`src/rtl/multicycle_control_pkg.sv`:
```
// Shared definitions for the multicycle processor control unit.
// Holds the FSM state encoding, the opcode map, the ALU operation class
// codes, the operand/PC select codes, the bundled control word and an
// opcode classifier used by the next-state logic.
package multicycle_control_pkg;

  typedef enum logic [3:0] {
    ST_FETCH  = 4'd0,
    ST_DECODE = 4'd1,
    ST_MEMADR = 4'd2,
    ST_MEMRD  = 4'd3,
    ST_MEMWB  = 4'd4,
    ST_MEMWR  = 4'd5,
    ST_EXEC   = 4'd6,
    ST_ALUWB  = 4'd7,
    ST_BRANCH = 4'd8,
    ST_JUMP   = 4'd9,
    ST_HALT   = 4'd10
  } state_t;

  typedef enum logic [2:0] {
    IC_LW   = 3'd0,
    IC_SW   = 3'd1,
    IC_ALU  = 3'd2,
    IC_BEQ  = 3'd3,
    IC_J    = 3'd4,
    IC_HALT = 3'd5,
    IC_NOP  = 3'd6
  } iclass_t;

  localparam logic [3:0] OPC_LW     = 4'b0000;
  localparam logic [3:0] OPC_SW     = 4'b0001;
  localparam logic [3:0] OPC_ALU_LO = 4'b0010;
  localparam logic [3:0] OPC_ALU_HI = 4'b1001;
  localparam logic [3:0] OPC_BEQ    = 4'b1010;
  localparam logic [3:0] OPC_J      = 4'b1011;

  localparam logic [1:0] OP_FUNC = 2'b00;
  localparam logic [1:0] OP_SUB  = 2'b01;
  localparam logic [1:0] OP_ADD  = 2'b10;

  localparam logic [1:0] SRCB_REG  = 2'b00;
  localparam logic [1:0] SRCB_ONE  = 2'b01;
  localparam logic [1:0] SRCB_IMM  = 2'b10;
  localparam logic [1:0] SRCB_BOFF = 2'b11;

  localparam logic [1:0] PCSRC_ALU    = 2'b00;
  localparam logic [1:0] PCSRC_ALUOUT = 2'b01;
  localparam logic [1:0] PCSRC_JUMP   = 2'b10;

  typedef struct packed {
    logic [1:0] op;
    logic       pc_write;
    logic       pc_write_cond;
    logic       i_or_d;
    logic       mem_read;
    logic       mem_write;
    logic       ir_write;
    logic       mem_to_reg;
    logic       reg_write;
    logic       reg_dst;
    logic       alu_src_a;
    logic [1:0] alu_src_b;
    logic [1:0] pc_source;
    logic       halted;
  } ctrl_t;

  // Fixed opcodes take precedence over the halt opcode so that a
  // reparameterised halt code can never steal a real instruction.
  function automatic iclass_t classify(input logic [3:0] opc,
                                       input logic [3:0] halt_opc);
    iclass_t c;
    if (opc == OPC_LW)                              c = IC_LW;
    else if (opc == OPC_SW)                         c = IC_SW;
    else if (opc >= OPC_ALU_LO && opc <= OPC_ALU_HI) c = IC_ALU;
    else if (opc == OPC_BEQ)                        c = IC_BEQ;
    else if (opc == OPC_J)                          c = IC_J;
    else if (opc == halt_opc)                       c = IC_HALT;
    else                                            c = IC_NOP;
    return c;
  endfunction

endpackage

```
`src/rtl/mc_output_decode.sv`:
```
// Combinational control-word decoder for the multicycle control FSM.
// Ports:
//   i_state     current FSM state
//   i_mem_ready memory handshake (qualifies IR/PC writes in FETCH)
//   o_ctrl      full datapath control word, zero for anything not driven
module mc_output_decode
  import multicycle_control_pkg::*;
(
  input  state_t i_state,
  input  logic   i_mem_ready,
  output ctrl_t  o_ctrl
);

  always_comb begin
    o_ctrl = '0;
    unique case (i_state)
      ST_FETCH: begin
        o_ctrl.mem_read  = 1'b1;
        o_ctrl.alu_src_b = SRCB_ONE;
        o_ctrl.op        = OP_ADD;
        o_ctrl.pc_source = PCSRC_ALU;
        // IR load and PC+1 commit only when the fetch read completes.
        o_ctrl.ir_write  = i_mem_ready;
        o_ctrl.pc_write  = i_mem_ready;
      end
      ST_DECODE: begin
        o_ctrl.alu_src_b = SRCB_BOFF;
        o_ctrl.op        = OP_ADD;
      end
      ST_MEMADR: begin
        o_ctrl.alu_src_a = 1'b1;
        o_ctrl.alu_src_b = SRCB_IMM;
        o_ctrl.op        = OP_ADD;
      end
      ST_MEMRD: begin
        o_ctrl.mem_read = 1'b1;
        o_ctrl.i_or_d   = 1'b1;
      end
      ST_MEMWB: begin
        o_ctrl.reg_write  = 1'b1;
        o_ctrl.mem_to_reg = 1'b1;
      end
      ST_MEMWR: begin
        o_ctrl.mem_write = 1'b1;
        o_ctrl.i_or_d    = 1'b1;
      end
      ST_EXEC: begin
        o_ctrl.alu_src_a = 1'b1;
        o_ctrl.alu_src_b = SRCB_REG;
        o_ctrl.op        = OP_FUNC;
      end
      ST_ALUWB: begin
        o_ctrl.reg_write = 1'b1;
        o_ctrl.reg_dst   = 1'b1;
        o_ctrl.op        = OP_FUNC;
      end
      ST_BRANCH: begin
        o_ctrl.alu_src_a     = 1'b1;
        o_ctrl.alu_src_b     = SRCB_REG;
        o_ctrl.op            = OP_SUB;
        o_ctrl.pc_write_cond = 1'b1;
        o_ctrl.pc_source     = PCSRC_ALUOUT;
      end
      ST_JUMP: begin
        o_ctrl.pc_write  = 1'b1;
        o_ctrl.pc_source = PCSRC_JUMP;
      end
      ST_HALT: begin
        o_ctrl.halted = 1'b1;
      end
      default: o_ctrl = '0;
    endcase
  end

endmodule

```
`src/rtl/multicycle_control.sv`:
```
// Multicycle processor control unit.
// Registered-state FSM sequencing FETCH/DECODE and the per-class execute
// states, plus a 16-bit retired-instruction counter.
// Ports:
//   clk, rst          clock, asynchronous active-high reset
//   Opcode            IR opcode, sampled at the DECODE and MEMADR edges
//   mem_ready         memory read/write completes this cycle
//   Op, ALUSrcB, PCSource and the single-bit datapath controls
//   halted            high while parked in HALT
//   instr_count       retired instruction count (wraps)
module multicycle_control
  import multicycle_control_pkg::*;
#(
  parameter logic [3:0] HALT_OPCODE = 4'b1111
) (
  input  logic        clk,
  input  logic        rst,
  input  logic [3:0]  Opcode,
  input  logic        mem_ready,
  output logic [1:0]  Op,
  output logic        PCWrite,
  output logic        PCWriteCond,
  output logic        IorD,
  output logic        MemRead,
  output logic        MemWrite,
  output logic        IRWrite,
  output logic        MemToReg,
  output logic        RegWrite,
  output logic        RegDst,
  output logic        ALUSrcA,
  output logic [1:0]  ALUSrcB,
  output logic [1:0]  PCSource,
  output logic        halted,
  output logic [15:0] instr_count
);

  state_t      r_state;
  state_t      w_next;
  iclass_t     w_class;
  logic        w_retire;
  logic [15:0] r_instr_count;
  ctrl_t       w_ctrl;
  ctrl_t       w_ctrl_out;

  assign w_class = classify(Opcode, HALT_OPCODE);

  always_ff @(posedge clk or posedge rst) begin
    if (rst) r_state <= ST_FETCH;
    else     r_state <= w_next;
  end

  always_comb begin
    w_next = r_state;
    unique case (r_state)
      ST_FETCH:  if (mem_ready) w_next = ST_DECODE;
      ST_DECODE: begin
        unique case (w_class)
          IC_LW, IC_SW: w_next = ST_MEMADR;
          IC_ALU:       w_next = ST_EXEC;
          IC_BEQ:       w_next = ST_BRANCH;
          IC_J:         w_next = ST_JUMP;
          IC_HALT:      w_next = ST_HALT;
          default:      w_next = ST_FETCH;
        endcase
      end
      ST_MEMADR: w_next = (w_class == IC_LW) ? ST_MEMRD : ST_MEMWR;
      ST_MEMRD:  if (mem_ready) w_next = ST_MEMWB;
      ST_MEMWB:  w_next = ST_FETCH;
      ST_MEMWR:  if (mem_ready) w_next = ST_FETCH;
      ST_EXEC:   w_next = ST_ALUWB;
      ST_ALUWB:  w_next = ST_FETCH;
      ST_BRANCH: w_next = ST_FETCH;
      ST_JUMP:   w_next = ST_FETCH;
      ST_HALT:   w_next = ST_HALT;
      default:   w_next = ST_FETCH;
    endcase
  end

  // Every path back into FETCH from another state completes an instruction;
  // FETCH waiting on memory and HALT never do.
  assign w_retire = (r_state != ST_FETCH) && (w_next == ST_FETCH);

  always_ff @(posedge clk or posedge rst) begin
    if (rst)           r_instr_count <= 16'd0;
    else if (w_retire) r_instr_count <= r_instr_count + 16'd1;
  end

  mc_output_decode u_decode (
    .i_state     (r_state),
    .i_mem_ready (mem_ready),
    .o_ctrl      (w_ctrl)
  );

  // The state register already reads FETCH during reset, so the control
  // word is masked to keep the datapath quiet until reset is released.
  assign w_ctrl_out = rst ? '0 : w_ctrl;

  assign Op          = w_ctrl_out.op;
  assign PCWrite     = w_ctrl_out.pc_write;
  assign PCWriteCond = w_ctrl_out.pc_write_cond;
  assign IorD        = w_ctrl_out.i_or_d;
  assign MemRead     = w_ctrl_out.mem_read;
  assign MemWrite    = w_ctrl_out.mem_write;
  assign IRWrite     = w_ctrl_out.ir_write;
  assign MemToReg    = w_ctrl_out.mem_to_reg;
  assign RegWrite    = w_ctrl_out.reg_write;
  assign RegDst      = w_ctrl_out.reg_dst;
  assign ALUSrcA     = w_ctrl_out.alu_src_a;
  assign ALUSrcB     = w_ctrl_out.alu_src_b;
  assign PCSource    = w_ctrl_out.pc_source;
  assign halted      = w_ctrl_out.halted;
  assign instr_count = r_instr_count;

endmodule
```
`config.mk`:
```
export PLATFORM = sky130hd
export DESIGN_NAME = multicycle_control
export DESIGN_NICKNAME = d
export VERILOG_FILES = /design/src/rtl/multicycle_control_pkg.sv /design/src/rtl/mc_output_decode.sv /design/src/rtl/multicycle_control.sv
export SDC_FILE = /design/constraint.sdc
export NUM_CORES = 1
export LEC_CHECK = 0
export ABC_AREA = 1
export CAP_MARGIN = 20
export CELL_PAD_IN_SITES_DETAIL_PLACEMENT = 1
export CELL_PAD_IN_SITES_GLOBAL_PLACEMENT = 2
export CORE_MARGIN = 5
export CORE_UTILIZATION = 25
export DETAILED_ROUTE_END_ITERATION = 6
export HOLD_SLACK_MARGIN = 0.15
export PLACE_DENSITY_LB_ADDON = 0.1
export SYNTH_ARGS = -nofsm -noshare
export SYNTH_HDL_FRONTEND = slang
export SYNTH_SLANG_ARGS = --single-unit
```
`constraint.sdc`:
```
create_clock -name clk -period 1.8 [get_ports clk]
set_input_delay 0.27 -clock clk [delete_from_list [all_inputs] [get_ports clk]]
set_output_delay 0.27 -clock clk [all_outputs]
set_load 0.03 [all_outputs]
```
* Word level (Yosys, flattened, before mapping) *
Index checks and enable logic that the tools add are counted.

storage, ports and cells
  input port bits = 7
  output and inout port bits = 33
  bits in registers = 20

operators by class
  mux-type cells = 27
  $add $sub $neg = 1
  eq/ne operators = 19
  magnitude comparators = 2
  reductions and logical operators = 13

operators with widths
  cell                     count
  $pmux W4 S7              1
  $eq A4 B4 Y1 const B     6
  $pmux W4 S5              1
  $mux W17                 1
  $add A16 B1 Y16 const B  1
  $eq A4 B3 Y1 const B     4
  $mux W3                  5
  $logic_not A4 Y1         3
  $mux W4                  3
  $mux W1                  10
  $eq A4 B1 Y1 const B     2
  $eq A4 B2 Y1 const B     2
  $pmux W2 S2              2
  $reduce_or A2 Y1         4
  $eq A3 B2 Y1 const B     2
  $eq A3 B3 Y1 const B     2
  $pmux W2 S3              1
  $reduce_or A3 Y1         2
  $ge A4 B2 Y1 const B     1
  $le A4 B4 Y1 const B     1
  $mux W2                  2
  $reduce_bool A4 Y1       1
  $eq A3 B1 Y1 const B     1
  $logic_not A3 Y1         1
  other kinds (2)          3

* Longest topological paths before layout *
Gate-level depths: netlist of the first run.

  depth after elaboration = 13
  depth in mapped cells = 11
  mapped depth without buffers = 10

* Hierarchy *
From an unflattened synthesis of the first run, not the netlist that was laid out.

unflattened totals
  cells, all modules = 278
  area total of the unflattened synthesis = 1783.0 µm²

by module, submodules not included
  module              cells an instance  area an instance (µm²)  seq. area each (µm²)  times used
  multicycle_control  239                1612.8                  500.5                 1
  mc_output_decode    39                 170.2                   0.0                   1

* Least setup slack after synthesis of the first run *
No wires, ideal clock.

  path kind = input port to output port
  start = input port rst
  end = output port Op[0]
  cell stages on the path = 5
  arrival time = 1919 ps
  slack = -389 ps
  cells stage by stage = clkbuf_1 inv_1 nand2_1 nor2_1 buf_4

on the way
  word-level cells in the longest chain between the ends = 1

ends and longest elaborated chain
  item                line                      RTL
  start: declaration  multicycle_control.sv:17  input logic rst,
  $mux W17            multicycle_control.sv:96  assign w_ctrl_out = rst ? '0 : w_ctrl;
  end: declaration    multicycle_control.sv:20  output logic [1:0] Op,

Every way passes these cells.

* Worst setup path in the final report of the first run *
  start = register r_instr_count[0], in the netlist instr_count[0]
  end = output port instr_count[0]

RTL lines
  item                      line                      RTL
  start: declaration        multicycle_control.sv:41  logic [15:0] r_instr_count;
  start signal: assignment  multicycle_control.sv:85  else if (w_retire) r_instr_count <= r_instr_count + 16'd1;
  end: declaration          multicycle_control.sv:34  output logic [15:0] instr_count

No word-level cell between the ends.

==> flow_summary.json, run 1 <==
{
  "outcome": "completed",
  "port-buffer-count": 39,
  "gp_congestion": 0.8043,
  "fillers": 757,
  "fin_nets": 295,
  "synth_compound_area_frac": 0.03353,
  "regArea_sq_um": 505.5,
  "p_switching_w": 0.001399,
  "path_clk_slew_ns": 0.08,
  "clockBufferDepth": 2,
  "die_area_sq_mm": 0.007616,
  "synthTopCellsByArea": "dfrtp_1 34%, nand2_1 18%, nand3_1 10%, nor2_1 8.3%, xor2_1 4.7%",
  "grt_max_degree": 21,
  "start_util": 0.2551,
  "rsz0062_at_grt": "true",
  "p_sw_frac": 0.4889,
  "maxSlewHeadroom": 0.7139,
  "vias": 1606,
  "hold_path.class": "in -> async",
  "dp_hpwl_um": 3639,
  "ant_nets": 0,
  "fp.dieW_um": 87.27,
  "p_total_w": 0.002861,
  "cts_buffers": 3,
  "wl_per_cell_um": 13.08,
  "tightestPinTransition_ns": 0.4259,
  "post-place-ws_ns": -0.4382,
  "slowest_stage": "clkdlybuf4s50_1",
  "worst-path-buf-inv": 1,
  "final_cells": 361,
  "intPower_w": 0.001462,
  "worstPathCellList": "clkdlybuf4s50_1",
  "grt_pass1_vias": 1584,
  "cts_tree": "done",
  "grt_pass1_wl_um": 7769,
  "setup_slack_ns": 0.07502,
  "setup_viol": 0,
  "cp.required_ns": 1.53,
  "synth_top_family_by_area": "simple AND/OR/NAND/NOR gates",
  "yosysSeqAreaShare": 0.3353,
  "pwr-share-seq": 0.232,
  "critPathArrivalTime_ns": 1.45,
  "finalHoldViolations": 0,
  "htreeDepth": 1,
  "drive_above_1_share": 0.2587,
  "timing.final.crit_period_ns": 1.725,
  "max_stage_delay_ns": 0.72,
  "ys_warn_count": 0,
  "finalCritPeriodShare": 0.9583,
  "multi_input_area_sq_um": 908.4,
  "yosysTopAreaCellShare": 0.3353,
  "synth.distinct_cells": 21,
  "synth-simple-area-share": 0.4694,
  "slew_violations": 0,
  "maxCapViolations": 0,
  "core_area_sq_mm": 0.005851,
  "synth_xor_area_frac": 0.07041,
  "antenna_found_initial": 0,
  "drt-met1-wl_um": 2542,
  "final_util": 0.3753,
  "route.met2.wl_um": 1981,
  "synth_cells": 228,
  "root_buffer": "clkbuf_8",
  "drc": 0,
  "max-vdd-ir-drop_v": 0.0008786,
  "cpLargestDelayFamily": "buffers and inverters",
  "final_cell_mix": "69 x nand2_1, 34 x buf_4, 30 x nand3_1",
  "post-synth-top-area-cell": "dfrtp_1",
  "tns_ns": 0,
  "dieHeight_um": 87.27,
  "insertion_delay_ns": 0.26,
  "worstSetupStartpointType": "flip-flop",
  "fin_skew_ns": 0.003017,
  "syn_area_per_cell_sq_um": 6.547,
  "synth_fa_ha_area_frac": 0.008382,
  "ys_ff_latch": 20,
  "place_inst": 352,
  "cp_max_fo": 6,
  "route.top_layer_used": "met4",
  "layout_commonest_cell": "nand2_1",
  "num_rows": 28,
  "power_density_mw_per_mm2": 1303,
  "syn_area_sq_mm": 0.001493,
  "routed_wl_um": 4723,
  "synthToLayoutAreaGrowth_pct": 47.11,
  "critPathKind": "reg -> out",
  "fmax_mhz": 579.7,
  "grt.total_usage": 0.1282,
  "p_clk_frac": 0.121,
  "synthMuxAreaShare": 0,
  "leakagePower_nw": 1.085,
  "drtPass1Iterations": 4,
  "synth_nets": 236,
  "vias_per_cell": 4.449,
  "overflow": 0,
  "met3_length_um": 175,
  "worst_setup_path_end_kind": "primary output",
  "drt-initial-drc-count": 44,
  "clock_sink_count": 20,
  "io_pins": 40,
  "n_antenna_cell": 0,
  "combPwrFrac": 0.646
}
[per-layer routing]
| metal | vias to the layer above | GRT usage |
|---|---|---|
| li1 | 838 | - |
| met1 | 738 | 0.1933 |
| met2 | 26 | 0.1932 |
| met3 | 4 | 0.02744 |
| met4 | 0 | 0.01255 |
| met5 | - | 0 |
[repair_timing]
item / in CTS / in global routing
buffers inserted: 0 / 4
gates cloned: 0 / 1
hold endpoints to repair: 0 / 0
pin swaps: 0 / 5
setup endpoints to repair: 19 / 24
hold buffers: 0 / 0
resized for setup: 8 / 12
[metrics by stage]
| step | cell area (sq um) | hold WS, ns |
|---|---|---|
| 5_1_grt | 2196 | 0.5235 |
| 2_1_floorplan | 1500 | 0.3451 |
| 6_report | 2196 | 0.4802 |
| 3_3_place_gp | 2037 | 0.4922 |
| 4_1_cts | 2106 | 0.4933 |
| 3_5_place_dp | 2037 | 0.4952 |
[cell type report]
cell class / instances / share of cell area
Clock buffer: 4 / 0.02507
Tap cell: 75 / 0.04273
Timing Repair Buffer: 60 / 0.2524
Multi-Input combinational cell: 182 / 0.4137
Inverter: 20 / 0.03590
Sequential cell: 20 / 0.2302
[synth_stat cells]
master / count
nand2_1: 70
nor2_1: 33
nand3_1: 31
dfrtp_1: 20
inv_1: 17
nor3_1: 9
xor2_1: 8
nand2_2: 7
nor2_2: 6
a21oi_1: 4
xnor2_1: 4
buf_4: 3
inv_2: 3
o21ai_0: 3
buf_6: 2
nand3_2: 2
nand4_1: 2
a21oi_2: 1
clkbuf_1: 1
ha_1: 1
o22ai_1: 1
[sequential cells by signal (all words and copies together), names as in the netlist]
name	count
instr_count	16
r_state	4
[power by group through the flow]
stage	clock network, W	logic, W	registers, W
after floorplan	0	0.000986	0.000705
after global placement	0	0.00168	0.000652
after detailed placement	0	0.00169	0.000653
after CTS	0.000362	0.00172	0.000652
after global routing	0.000392	0.00202	0.000683
final	0.000347	0.00185	0.000665
[path summary, 6_finish.rpt]
path	start	endpoint	slack, ns	cells after the start
setup reg to reg	r_state[1]	instr_count[8]	0.13	11
min in group clk	instr_count[13]	instr_count[13]	0.51	2
hold / removal	rst	instr_count[11]	0.48	3
max in group asynchronous	rst	r_state[3]	1.09	3
hold reg to reg	instr_count[13]	instr_count[13]	0.51	2
setup / recovery	instr_count[0]	instr_count[0]	0.08	1
[tightest hold or removal path, cell delays in order]
cell	delay [ns]
clkdlybuf4s50_1	0.46
clkinvlp_4	0.12
buf_4	0.28
[cell families after synthesis]
group                    after synthesis
AND/OR/NAND/NOR                      160
buffers and inverters                 26
AO/OA/AOI/OAI                          9
adder cells (fa/ha/maj)                1
flip-flops                            20
XOR/XNOR                              12
No activity file was read; power rests on OpenSTA's default activity.
==> run 2, diff against run 1 <==
--- a/config.mk
+++ b/config.mk
@@ -10,10 +10,12 @@
 export CELL_PAD_IN_SITES_DETAIL_PLACEMENT = 1
 export CELL_PAD_IN_SITES_GLOBAL_PLACEMENT = 2
 export CORE_MARGIN = 5
-export CORE_UTILIZATION = 25
+export CORE_UTILIZATION = 27
+export CTS_CLUSTER_DIAMETER = 150
 export DETAILED_ROUTE_END_ITERATION = 6
 export HOLD_SLACK_MARGIN = 0.15
 export PLACE_DENSITY_LB_ADDON = 0.1
 export SYNTH_ARGS = -nofsm -noshare
 export SYNTH_HDL_FRONTEND = slang
+export SYNTH_HIERARCHICAL = 1
 export SYNTH_SLANG_ARGS = --single-unit
==> flow_summary.json, run 2 <==
{
  "cts-hold-fix-buffers": 0,
  "worstSetupStartpointType": "flip-flop",
  "synth.distinct_cells": 27,
  "cts_tree": "done",
  "leakagePower_nw": 1.249,
  "vias": 1800,
  "io_pins": 40,
  "cts_buffers": 3,
  "gp_congestion": 0.7251,
  "drive_above_1_share": 0.2606,
  "cp.required_ns": 2.00,
  "die_area_sq_mm": 0.008328,
  "reg2reg_depth": 11,
  "dieHeight_um": 91.26,
  "final_cells": 407,
  "finalHoldViolations": 0,
  "max_stage_delay_ns": 0.44,
  "worstPathCellList": "buf_4 > inv_2 > nor2_4 > nand2_2 > nand2_2 > nor2_4 > nand3_4 > nor2_8 > clkbuf_16 > nand3_1 > nand2_1",
  "r2r_start": "r_state[1]",
  "wl_per_cell_um": 12.86,
  "htreeDepth": 1,
  "slowest_stage": "dfrtp_2",
  "syn_area_per_cell_sq_um": 6.414,
  "fin_skew_ns": 0.001892,
  "post_dp_cell_area_sq_mm": 0.002278,
  "start_util": 0.2792,
  "post-synth-top-area-cell": "dfrtp_1",
  "yosysSeqAreaShare": 0.2807,
  "maxCapViolations": 0,
  "power_density_mw_per_mm2": 1523,
  "insertion_delay_ns": 0.26,
  "fillers": 848,
  "final_cell_mix": "73 x nand2_1, 40 x nor2_1, 39 x inv_1",
  "drc": 0,
  "largest_reg_flops": 16,
  "num_rows": 29,
  "regArea_sq_um": 505.5,
  "synthToLayoutAreaGrowth_pct": 37.40,
  "yosys-top-cells-count": "74 x nand2_1, 43 x nor2_1, 40 x inv_1",
  "root_buffer": "clkbuf_8",
  "yosysMostFrequentCell": "nand2_1",
  "place_inst": 398,
  "critPathKind": "reg -> reg",
  "r2r_end": "instr_count[0]",
  "maxSlewHeadroom": 0.7109,
  "fmax_mhz": 565.1,
  "grt.total_usage": 0.1232,
  "fin_nets": 340,
  "p_total_w": 0.003730,
  "setup_viol": 0,
  "drtPass1Iterations": 3,
  "rrSetupSlack_ns": 0.03,
  "vias_per_cell": 4.423,
  "layout_commonest_cell": "nand2_1",
  "fp.dieW_um": 91.26,
  "n_antenna_cell": 0,
  "cp_max_fo": 6,
  "ys_warn_count": 6,
  "critPathArrivalTime_ns": 1.97,
  "dp_hpwl_um": 4021,
  "synthFlopType": "dfrtp_1",
  "synth_nets": 286,
  "multi_input_area_sq_mm": 0.001106,
  "max-vdd-ir-drop_v": 0.0006287,
  "final_util": 0.3836,
  "synth_edf_count": 0,
  "outcome": "completed",
  "yosysTopAreaCellShare": 0.2807,
  "hold_path.class": "in -> async",
  "finalCritPeriodShare": 0.9832,
  "tightestPinTransition_ns": 0.4303,
  "synth_cells": 278,
  "async_flop_share": 1.000,
  "worst_setup_path_end_kind": "flip-flop",
  "ant_nets": 0,
  "grt_pass1_wl_um": 8659,
  "syn_area_sq_mm": 0.001783,
  "final_area_sq_mm": 0.002450,
  "clockBufferDepth": 2,
  "path_clk_slew_ns": 0.08,
  "antenna_found_initial": 0,
  "slew_violations": 0,
  "drt-initial-drc-count": 63,
  "timing.final.crit_period_ns": 1.770,
  "grt_pass1_vias": 1811,
  "synthTopCellsByArea": "dfrtp_1 28%, nand2_1 16%, nor2_1 9.1%, nand3_1 8.7%, inv_1 8.4%",
  "routed_wl_um": 5235,
  "overflow": 0,
  "grt_max_degree": 19,
  "core_area_sq_mm": 0.006386,
  "clock_sink_count": 20,
  "port-buffer-count": 39,
  "ys_ff_latch": 20,
  "rsz0062_at_grt": "true"
}
## run 2: worst max path at each step
stage | from | endpoint | slack [ns] | depth (start not counted)
2_1_floorplan | instr_count[0] | instr_count[14] | 0.18 | 8
3_3_place_gp | Opcode[2] | instr_count[8] | -0.02 | 11
6_report | r_state[1] | instr_count[0] | 0.03 | 11
3_5_place_dp | Opcode[2] | instr_count[8] | -0.05 | 11
4_1_cts | r_state[1] | PCWrite | -0.01 | 7
5_1_grt | r_state[1] | instr_count[8] | -0.06 | 11
## run 2: cell type report
| class | instances | area share |
|---|---|---|
| clock buffer | 3 | 0.01685 |
| inverter | 49 | 0.07508 |
| timing repair buffer | 55 | 0.2109 |
| sequential | 20 | 0.2063 |
| tap | 77 | 0.03933 |
| multi-input combinational | 203 | 0.4515 |
## run 2: through the flow
| step | worst slack (ns) | hold WS (ns) | setup TNS (ns) |
|---|---|---|---|
| after floorplan | 0.1820 | 0.4841 | 0 |
| after global placement | -0.02095 | 0.5063 | -0.02709 |
| after detailed placement | -0.05294 | 0.5126 | -0.3858 |
| after CTS | -0.01056 | 0.5312 | -0.01056 |
| after global routing | -0.05858 | 0.5653 | -0.6882 |
| final | 0.03032 | 0.5222 | 0 |
## run 2: worst max-delay path: cells and delay by family, from the launching register on
family,cells,cell delay [ns]
flops,1,0.44
simple gates,8,0.83
buf+inv,3,0.44
## run 2: repair_timing
item                                    CTS  global route
endpoints found under the setup margin    8            15
gates resized for setup                   3            16
setup buffers                             1             4
pin swaps                                 0            10
gates cloned                              0             2
## run 2: cells by family after synthesis
logic type	after synthesis	share of synthesized area
AO/OA/AOI/OAI	5	0.01403
XOR/XNOR	11	0.05403
adder cells (fa/ha/maj)	1	0.007016
buffers and inverters	56	0.1347
flip-flops	20	0.2807
AND/OR/NAND/NOR	185	0.5095
## run 2: metal layers
layer / wire (um) / vias up / GRT usage / part of all wire
met5: 0 / - / 0 / 0
li1: - / 945 / - / -
met2: 2249 / 31 / 0.1893 / 0.43
met3: 235 / 2 / 0.03058 / 0.045
met1: 2732 / 822 / 0.1794 / 0.52
met4: 18 / 0 / 0.01467 / 0.0034
## run 2: power breakdown
group	total [W]	switching, W	internal (W)
Sequential	0.000679	0.000139	0.000541
Clock	0.000308	0.000159	0.000149
Combinational	0.00274	0.00166	0.00108
